[config.mk]
export PLATFORM = sky130hd
export DESIGN_NAME = fwd_scoreboard
export DESIGN_NICKNAME = d
export VERILOG_FILES = /design/src/rtl/fwd_pkg.sv /design/src/rtl/fwd_sel.sv /design/src/rtl/fwd_scoreboard.sv
export SDC_FILE = /design/constraint.sdc
export NUM_CORES = 1
export LEC_CHECK = 0
export CAP_MARGIN = 20
export CORE_MARGIN = 1
export CORE_UTILIZATION = 53
export DETAILED_ROUTE_END_ITERATION = 8
export MAX_ROUTING_LAYER = met4
export PLACE_DENSITY = 0.79
export SLEW_MARGIN = 25
export SYNTH_ARGS = -nofsm -noshare
export SYNTH_HDL_FRONTEND = slang
export SYNTH_SLANG_ARGS = --single-unit
[constraint.sdc]
create_clock -name clk_i -period 2.7 [get_ports clk_i]
set_input_delay 0.81 -clock clk_i [delete_from_list [all_inputs] [get_ports clk_i]]
set_output_delay 0.81 -clock clk_i [all_outputs]
set_load 0.1 [all_outputs]
[src/rtl/fwd_pkg.sv]
// Shared select encoding, pipeline slot records and index-match helpers
// for the EX-stage forwarding scoreboard.
package fwd_pkg;

   // Slot index fields are stored at a fixed width; REG_W up to IDX_W is supported.
   localparam int unsigned IDX_W = 16;

   typedef logic [IDX_W-1:0] idx_t;

   typedef enum logic [1:0] {
      FWD_NONE = 2'b00,
      FWD_WB   = 2'b01,
      FWD_MEM  = 2'b10
   } fwd_sel_e;

   typedef struct packed {
      logic v;
      idx_t rs;
      idx_t rt;
      idx_t rd;
      logic we;
      logic load;
      logic mul;
   } ex_slot_t;

   typedef struct packed {
      logic v;
      idx_t rd;
      logic we;
   } pipe_slot_t;

   function automatic logic idx_hit(idx_t a, idx_t b, logic zero_reg);
      return (a == b) && !(zero_reg && (a == '0));
   endfunction

   function automatic logic slot_hit(pipe_slot_t s, idx_t src, logic zero_reg);
      return s.v && s.we && idx_hit(s.rd, src, zero_reg);
   endfunction

endpackage

[src/rtl/fwd_sel.sv]
// Priority forward select for one EX source operand: MEM beats WB beats
// the register file; nothing is forwarded to an empty EX slot.
module fwd_sel
   import fwd_pkg::*;
#(
   parameter int ZERO_REG = 1
) (
   input  logic       ex_v_i,
   input  idx_t       src_i,
   input  pipe_slot_t mem_i,
   input  pipe_slot_t wb_i,
   output logic [1:0] sel_o
);

   localparam logic ZR = (ZERO_REG != 0);

   always_comb begin
      sel_o = FWD_NONE;
      if (ex_v_i) begin
         if (slot_hit(mem_i, src_i, ZR)) begin
            sel_o = FWD_MEM;
         end else if (slot_hit(wb_i, src_i, ZR)) begin
            sel_o = FWD_WB;
         end
      end
   end

endmodule

[src/rtl/fwd_scoreboard.sv]
// EX/MEM/WB occupancy tracker producing operand forward selects, load-use
// stalls and a multicycle-op freeze for a classic 5-stage pipeline.
module fwd_scoreboard
   import fwd_pkg::*;
#(
   parameter int REG_W    = 5,
   parameter int MUL_LAT  = 4,
   parameter int ZERO_REG = 1
) (
   input  logic             clk_i,
   input  logic             rst_i,
   input  logic             flush_i,
   input  logic [REG_W-1:0] id_rs_i,
   input  logic [REG_W-1:0] id_rt_i,
   input  logic [REG_W-1:0] id_rd_i,
   input  logic             id_we_i,
   input  logic             id_load_i,
   input  logic             id_mul_i,
   input  logic             id_use_rt_i,
   output logic [1:0]       fwd_a_o,
   output logic [1:0]       fwd_b_o,
   output logic             stall_o,
   output logic             mul_busy_o
);

   localparam int unsigned CNT_W = $clog2(MUL_LAT + 1);
   localparam logic        ZR    = (ZERO_REG != 0);

   ex_slot_t   ex_q, ex_d;
   pipe_slot_t mem_q, mem_d;
   pipe_slot_t wb_q, wb_d;
   logic [CNT_W-1:0] cnt_q, cnt_d;

   logic freeze;
   logic load_use;

   always_comb begin
      freeze   = (cnt_q != '0);
      load_use = ex_q.v && ex_q.load && ex_q.we &&
                 (idx_hit(ex_q.rd, idx_t'(id_rs_i), ZR) ||
                  (id_use_rt_i && idx_hit(ex_q.rd, idx_t'(id_rt_i), ZR)));

      ex_d  = ex_q;
      mem_d = mem_q;
      wb_d  = mem_q;
      cnt_d = cnt_q;

      if (freeze) begin
         // Multicycle op keeps EX; the pipe behind it drains bubbles.
         mem_d = '0;
         cnt_d = cnt_q - CNT_W'(1);
      end else begin
         mem_d.v  = ex_q.v;
         mem_d.rd = ex_q.rd;
         mem_d.we = ex_q.we;
         if (load_use || flush_i) begin
            ex_d = '0;
         end else begin
            ex_d.v    = 1'b1;
            ex_d.rs   = idx_t'(id_rs_i);
            ex_d.rt   = idx_t'(id_rt_i);
            ex_d.rd   = idx_t'(id_rd_i);
            ex_d.we   = id_we_i;
            ex_d.load = id_load_i;
            ex_d.mul  = id_mul_i;
         end
         if (ex_d.v && ex_d.mul) begin
            cnt_d = CNT_W'(MUL_LAT - 1);
         end
      end
   end

   always_ff @(posedge clk_i or posedge rst_i) begin
      if (rst_i) begin
         ex_q  <= '0;
         mem_q <= '0;
         wb_q  <= '0;
         cnt_q <= '0;
      end else begin
         ex_q  <= ex_d;
         mem_q <= mem_d;
         wb_q  <= wb_d;
         cnt_q <= cnt_d;
      end
   end

   fwd_sel #(
      .ZERO_REG(ZERO_REG)
   ) u_sel_a (
      .ex_v_i(ex_q.v),
      .src_i (ex_q.rs),
      .mem_i (mem_q),
      .wb_i  (wb_q),
      .sel_o (fwd_a_o)
   );

   fwd_sel #(
      .ZERO_REG(ZERO_REG)
   ) u_sel_b (
      .ex_v_i(ex_q.v),
      .src_i (ex_q.rt),
      .mem_i (mem_q),
      .wb_i  (wb_q),
      .sel_o (fwd_b_o)
   );

   assign stall_o    = freeze || load_use;
   assign mul_busy_o = freeze && ex_q.mul;

endmodule

### After elaboration in Yosys (flattened, before gate mapping)

Cells that the tools add are included.

| operators by class | value |
|---|---|
| add/subtract/negate cells | 1 |
| $lt $le $gt $ge | 0 |
| shifts and indexed selects | 0 |
| eq/ne operators | 6 |
| reduce and logical (&&, ||, !) cells | 29 |
| multipliers | 0 |
| divide/modulo/power cells | 0 |
| bitwise operators | 0 |
| muxes and demuxes | 11 |

Operator list:

| cell | count |
|---|---|
| $mux W52 | 2 |
| $eq A16 B16 Y1 | 4 |
| $logic_not A16 Y1 | 3 |
| $eq A16 B5 Y1 | 2 |
| $logic_and A1 B1 Y1 | 18 |
| $mux W18 | 1 |
| $mux W2 | 4 |
| $mux W3 | 2 |
| $logic_not A1 Y1 | 3 |
| $logic_or A1 B1 Y1 | 3 |
| $reduce_bool A3 Y1 | 1 |
| $sub A3 B1 Y3 const B | 1 |
| $mux W1 | 2 |
| $reduce_bool A2 Y1 | 1 |

| word-level totals | value |
|---|---|
| memories | 0 |
| logic and storage cells | 61 |
| latch bits | 0 |
| bits in writable memories | 0 |
| bits in read-only memories | 0 |
| bits of input ports | 22 |
| register bits after elaboration | 91 |
| output and inout bits | 6 |

### Logic depth before layout (Yosys ltp)

| depth | value |
|---|---|
| word-level depth | 12 |
| mapped depth | 7 |
| depth with buffers taken out | 6 |

### Hierarchy

Synthesis repeated with hierarchy kept, for this count alone.

| second synthesis, totals | value |
|---|---|
| cell total of the unflattened synthesis | 255 |
| area, all modules | 2448.6 sq um |

By module, submodules not included:

| module | instances | cells an instance | area an instance (sq um) |
|---|---|---|---|
| fwd_scoreboard | 1 | 143 | 1580.3 |
| fwd_sel | 2 | 56 | 434.2 |

### Least setup slack after synthesis

No wires, ideal clock.

| path | value |
|---|---|
| kind | reg-to-output |
| from | register mem_q[2] (netlist bit) |
| to | output port fwd_b_o[0] |
| data arrival time | 3.274 ns |
| buffers on the path | 0 |
| setup slack | -1.384 ns |
| cell stages (with the launch flop) | 5 |
| cells stage by stage | dfrtp_1 > or4_1 > o211ai_1 > nor4_1 > nor3_1 |

| on the way | value |
|---|---|
| cells in the longest elaborated chain, start to end | 6 |
| elaborated cells between the ends (all ways) | 7 |

RTL lines:

| element | RTL line | text |
|---|---|---|
| start: declaration | fwd_scoreboard.sv:30 | `pipe_slot_t mem_q, mem_d;` |
| start signal: assignment | fwd_scoreboard.sv:81 | `mem_q <= mem_d;` |
| $logic_not A16 Y1 | fwd_pkg.sv:33 | `return (a == b) && !(zero_reg && (a == '0));` |
| $logic_not A1 Y1 | fwd_pkg.sv:33 |  |
| $logic_and A1 B1 Y1 * | fwd_pkg.sv:33 |  |
| $logic_and A1 B1 Y1 * | fwd_pkg.sv:37 | `return s.v && s.we && idx_hit(s.rd, src, zero_reg);` |
| $mux W2 * | fwd_sel.sv:20 | `if (slot_hit(mem_i, src_i, ZR)) begin` |
| $mux W2 * | fwd_sel.sv:19 | `if (ex_v_i) begin` |
| end: declaration | fwd_scoreboard.sv:21 | `output logic [1:0] fwd_b_o,` |

Mark *: on every way between the ends. The rest lies on a longest branch, timed or not.

### Worst setup path after layout

Ends and elaborated chain as after synthesis.

==> flow_summary.json <==
{
  "cp-end-kind": "output pin",
  "grt_pass1_wl_um": 6930,
  "switchingPower_w": 0.00110,
  "syn_area_per_cell_um2": 10.3,
  "vias_per_cell": 5.38,
  "final_common_cell": "nand2_1",
  "place_ws_ps": -500,
  "ys_seq_elements": 36,
  "io_buffers": 27,
  "async_reset_ff_share_pct": 100,
  "boundaryPins": 28,
  "die_x_um": 60.8,
  "swShare_pct": 42.9,
  "dieArea_um2": 3700,
  "clockRootBuffer": "clkbuf_4",
  "timing.final.crit_share_pct": 108,
  "diodes": 0,
  "core_area_um2": 3150,
  "die_h_um": 60.8,
  "dpl_cell_area_um2": 2320,
  "rows": 20,
  "clk_pin_slew_ps": 110,
  "violations": "negative setup slack",
  "yosys_warnings": 0,
  "cts.sinks": 36,
  "cts.path.max_buffers": 2,
  "hpwlAfterDp_um": 3000,
  "rr_worst_depth": 8,
  "p_comb_share_pct": 47.7,
  "wl_per_cell_um": 16.2,
  "cts.htree.levels": 2,
  "hold_viol": 0,
  "worstPathArrival_ps": 2110,
  "tightest_slew_ps": 446,
  "drt-pass1-iter-count": 4,
  "syn-num-nets": 201,
  "ys_types": 31,
  "cts_tree": "built",
  "power.internal_w": 0.00146,
  "syn-cell-area_um2": 1830,
  "p_total_w": 0.00256,
  "worstHoldPathType": "reg -> reg",
  "cts-buffers-inserted": 5,
  "finalNetCount": 247,
  "relSlewSlack_pct": 70.3,
  "hold_ws_ps": 420,
  "ys_seq_area_share_pct": 49.2,
  "start_util_pct": 58.1,
  "finClkSkew_ps": 9.83,
  "drt-initial-drc-count": 68,
  "p_seq_share_pct": 37.9,
  "synth_edf_count": 0,
  "syn_inst": 177,
  "layout-drive-gt1-share_pct": 32.6,
  "grt_max_degree": 37,
  "vias": 1441,
  "drc": 0,
  "criticalPathCategory": "reg -> out",
  "cap_violations": 0,
  "rsz0062_at_grt": "true",
  "grt_use_total_pct": 27.8,
  "gp_congestion": 0.882,
  "antenna_left": 0,
  "required_ps": 1890,
  "hold_path_depth": 0,
  "leakage_nw": 1.15,
  "clockPowerShare_pct": 14.4,
  "setup_ws_ps": -223,
  "layout_min_cycle_time_ps": 2920,
  "tns_ps": -869,
  "syn_to_final_growth_pct": 39.0,
  "routed_wl_um": 4340,
  "final_cell_area_um2": 2550,
  "clock_latency_ps": 340,
  "power_density_nw_per_um2": 1000,
  "grt_overflow_total": 0,
  "setup_violations": 5,
  "grt_pass1_vias": 1530,
  "grt_antenna_before_repair": 0,
  "clock.fmax_mhz": 342,
  "final_cell_mix": "nand2_1 (36), dfrtp_1 (34), buf_4 (17), xor2_1 (15), clkdlybuf4s50_1 (11)",
  "slew_viol_final": 0,
  "outcome": "complete, but fails checks",
  "worstSetupStartpointType": "flip-flop",
  "ir_drop_mv": 0.658,
  "critPathMaxFanout": 2,
  "ys.flop_type": "dfrtp_1"
}
==> synthesized netlist by cell type, types with 2 or more instances <==
master	n	area share, %
and2_1	10	3.4
nor3_1	5	1.4
xor2_1	19	9.1
dfrtp_1	36	49
inv_1	3	0.61
nor2b_1	2	0.68
or4_1	2	0.82
o21ai_0	9	2.5
nand3_1	4	1.1
nor4_1	3	1.0
ha_1	2	1.4
clkbuf_1	5	1.0
o21ai_2	10	4.8
nand2_1	37	7.6
xnor2_1	11	5.3
nor2_1	4	0.82
==> final cells by class <==
cell class              instances  area (µm²)
clock buffers                   6        41.3
fillers                       212         607
multi-input cells             132        1030
well taps                      44        55.1
repair buffers                 45         474
clock inverters                 2        35.0
inverters                       3        11.3
flip-flops and latches         36         903
==> flip-flops by register name, summed over array words and instances, names as in the netlist <==
name	flops
ex_q	19
wb_q	7
cnt_q	3
mem_q	7
==> repair_timing <==
item,4_1_cts,5_1_grt
setup endpoints to repair,5,5
hold buffers,0,0
buffers inserted,7,1
pin swaps,10,5
gates resized for setup,35,11
endpoints found under the hold margin,0,0
==> path summary, 6_finish.rpt <==
kind	slack, ps	startpoint	to
setup reg to reg	720	ex_q[7]	ex_q[37]
setup / recovery	-220	mem_q[2]	fwd_b_o[0]
max in group asynchronous	1480	rst_i	ex_q[5]
min in group asynchronous	860	rst_i	ex_q[35]
hold reg to reg	420	mem_q[0]	wb_q[0]
hold / removal	420	mem_q[0]	wb_q[0]
==> power groups by stage <==
| stage | clock, W | sequential (W) | combinational [W] |
|---|---|---|---|
| 2_1_floorplan | 0 | 0.000906 | 0.000807 |
| 3_3_place_gp | 0 | 0.000946 | 0.00105 |
| 3_5_place_dp | 0 | 0.000963 | 0.00109 |
| 4_1_cts | 0.000374 | 0.000957 | 0.00117 |
| 5_1_grt | 0.000396 | 0.000993 | 0.00131 |
| 6_report | 0.000368 | 0.000968 | 0.00122 |
==> per-layer routing <==
layer  vias up  routed length, µm  part of all wire (%)  track usage [%]
li1        685                  -                     -                -
met1       698               1580                    36             27.3
met2        41               2390                    55             49.8
met3        17                173                   4.0             5.33
met4         0                199                   4.6             17.9
met5         -                  0                     0                -
==> logic make-up after synthesis <==
family / after synthesis / share of synthesized area [%]
flip-flops: 36 / 49.2
multiplexers: 1 / 0.615
XOR/XNOR: 30 / 14.3
adder cells (fa/ha/maj): 2 / 1.37
AO/OA/AOI/OAI: 28 / 13.5
AND/OR/NAND/NOR: 71 / 18.8
buffers and inverters: 9 / 2.25
==> through the flow <==
| stage | utilization [%] | std cells |
|---|---|---|
| 2_1_floorplan | - | 177 |
| 3_3_place_gp | 73.5 | 252 |
| 3_5_place_dp | 73.5 | 252 |
| 4_1_cts | 79.5 | 267 |
| 5_1_grt | 80.8 | 268 |
| 6_report | 80.8 | 268 |
==> critical path, cell delays in order, from the launching register on <==
cell and delay, ps:
dfrtp_1 420, or4_4 540, o211ai_1 190, buf_4 180, nor4_4 70, nor3_4 170
buf_12 200
Power figures use the tool's default switching activity.
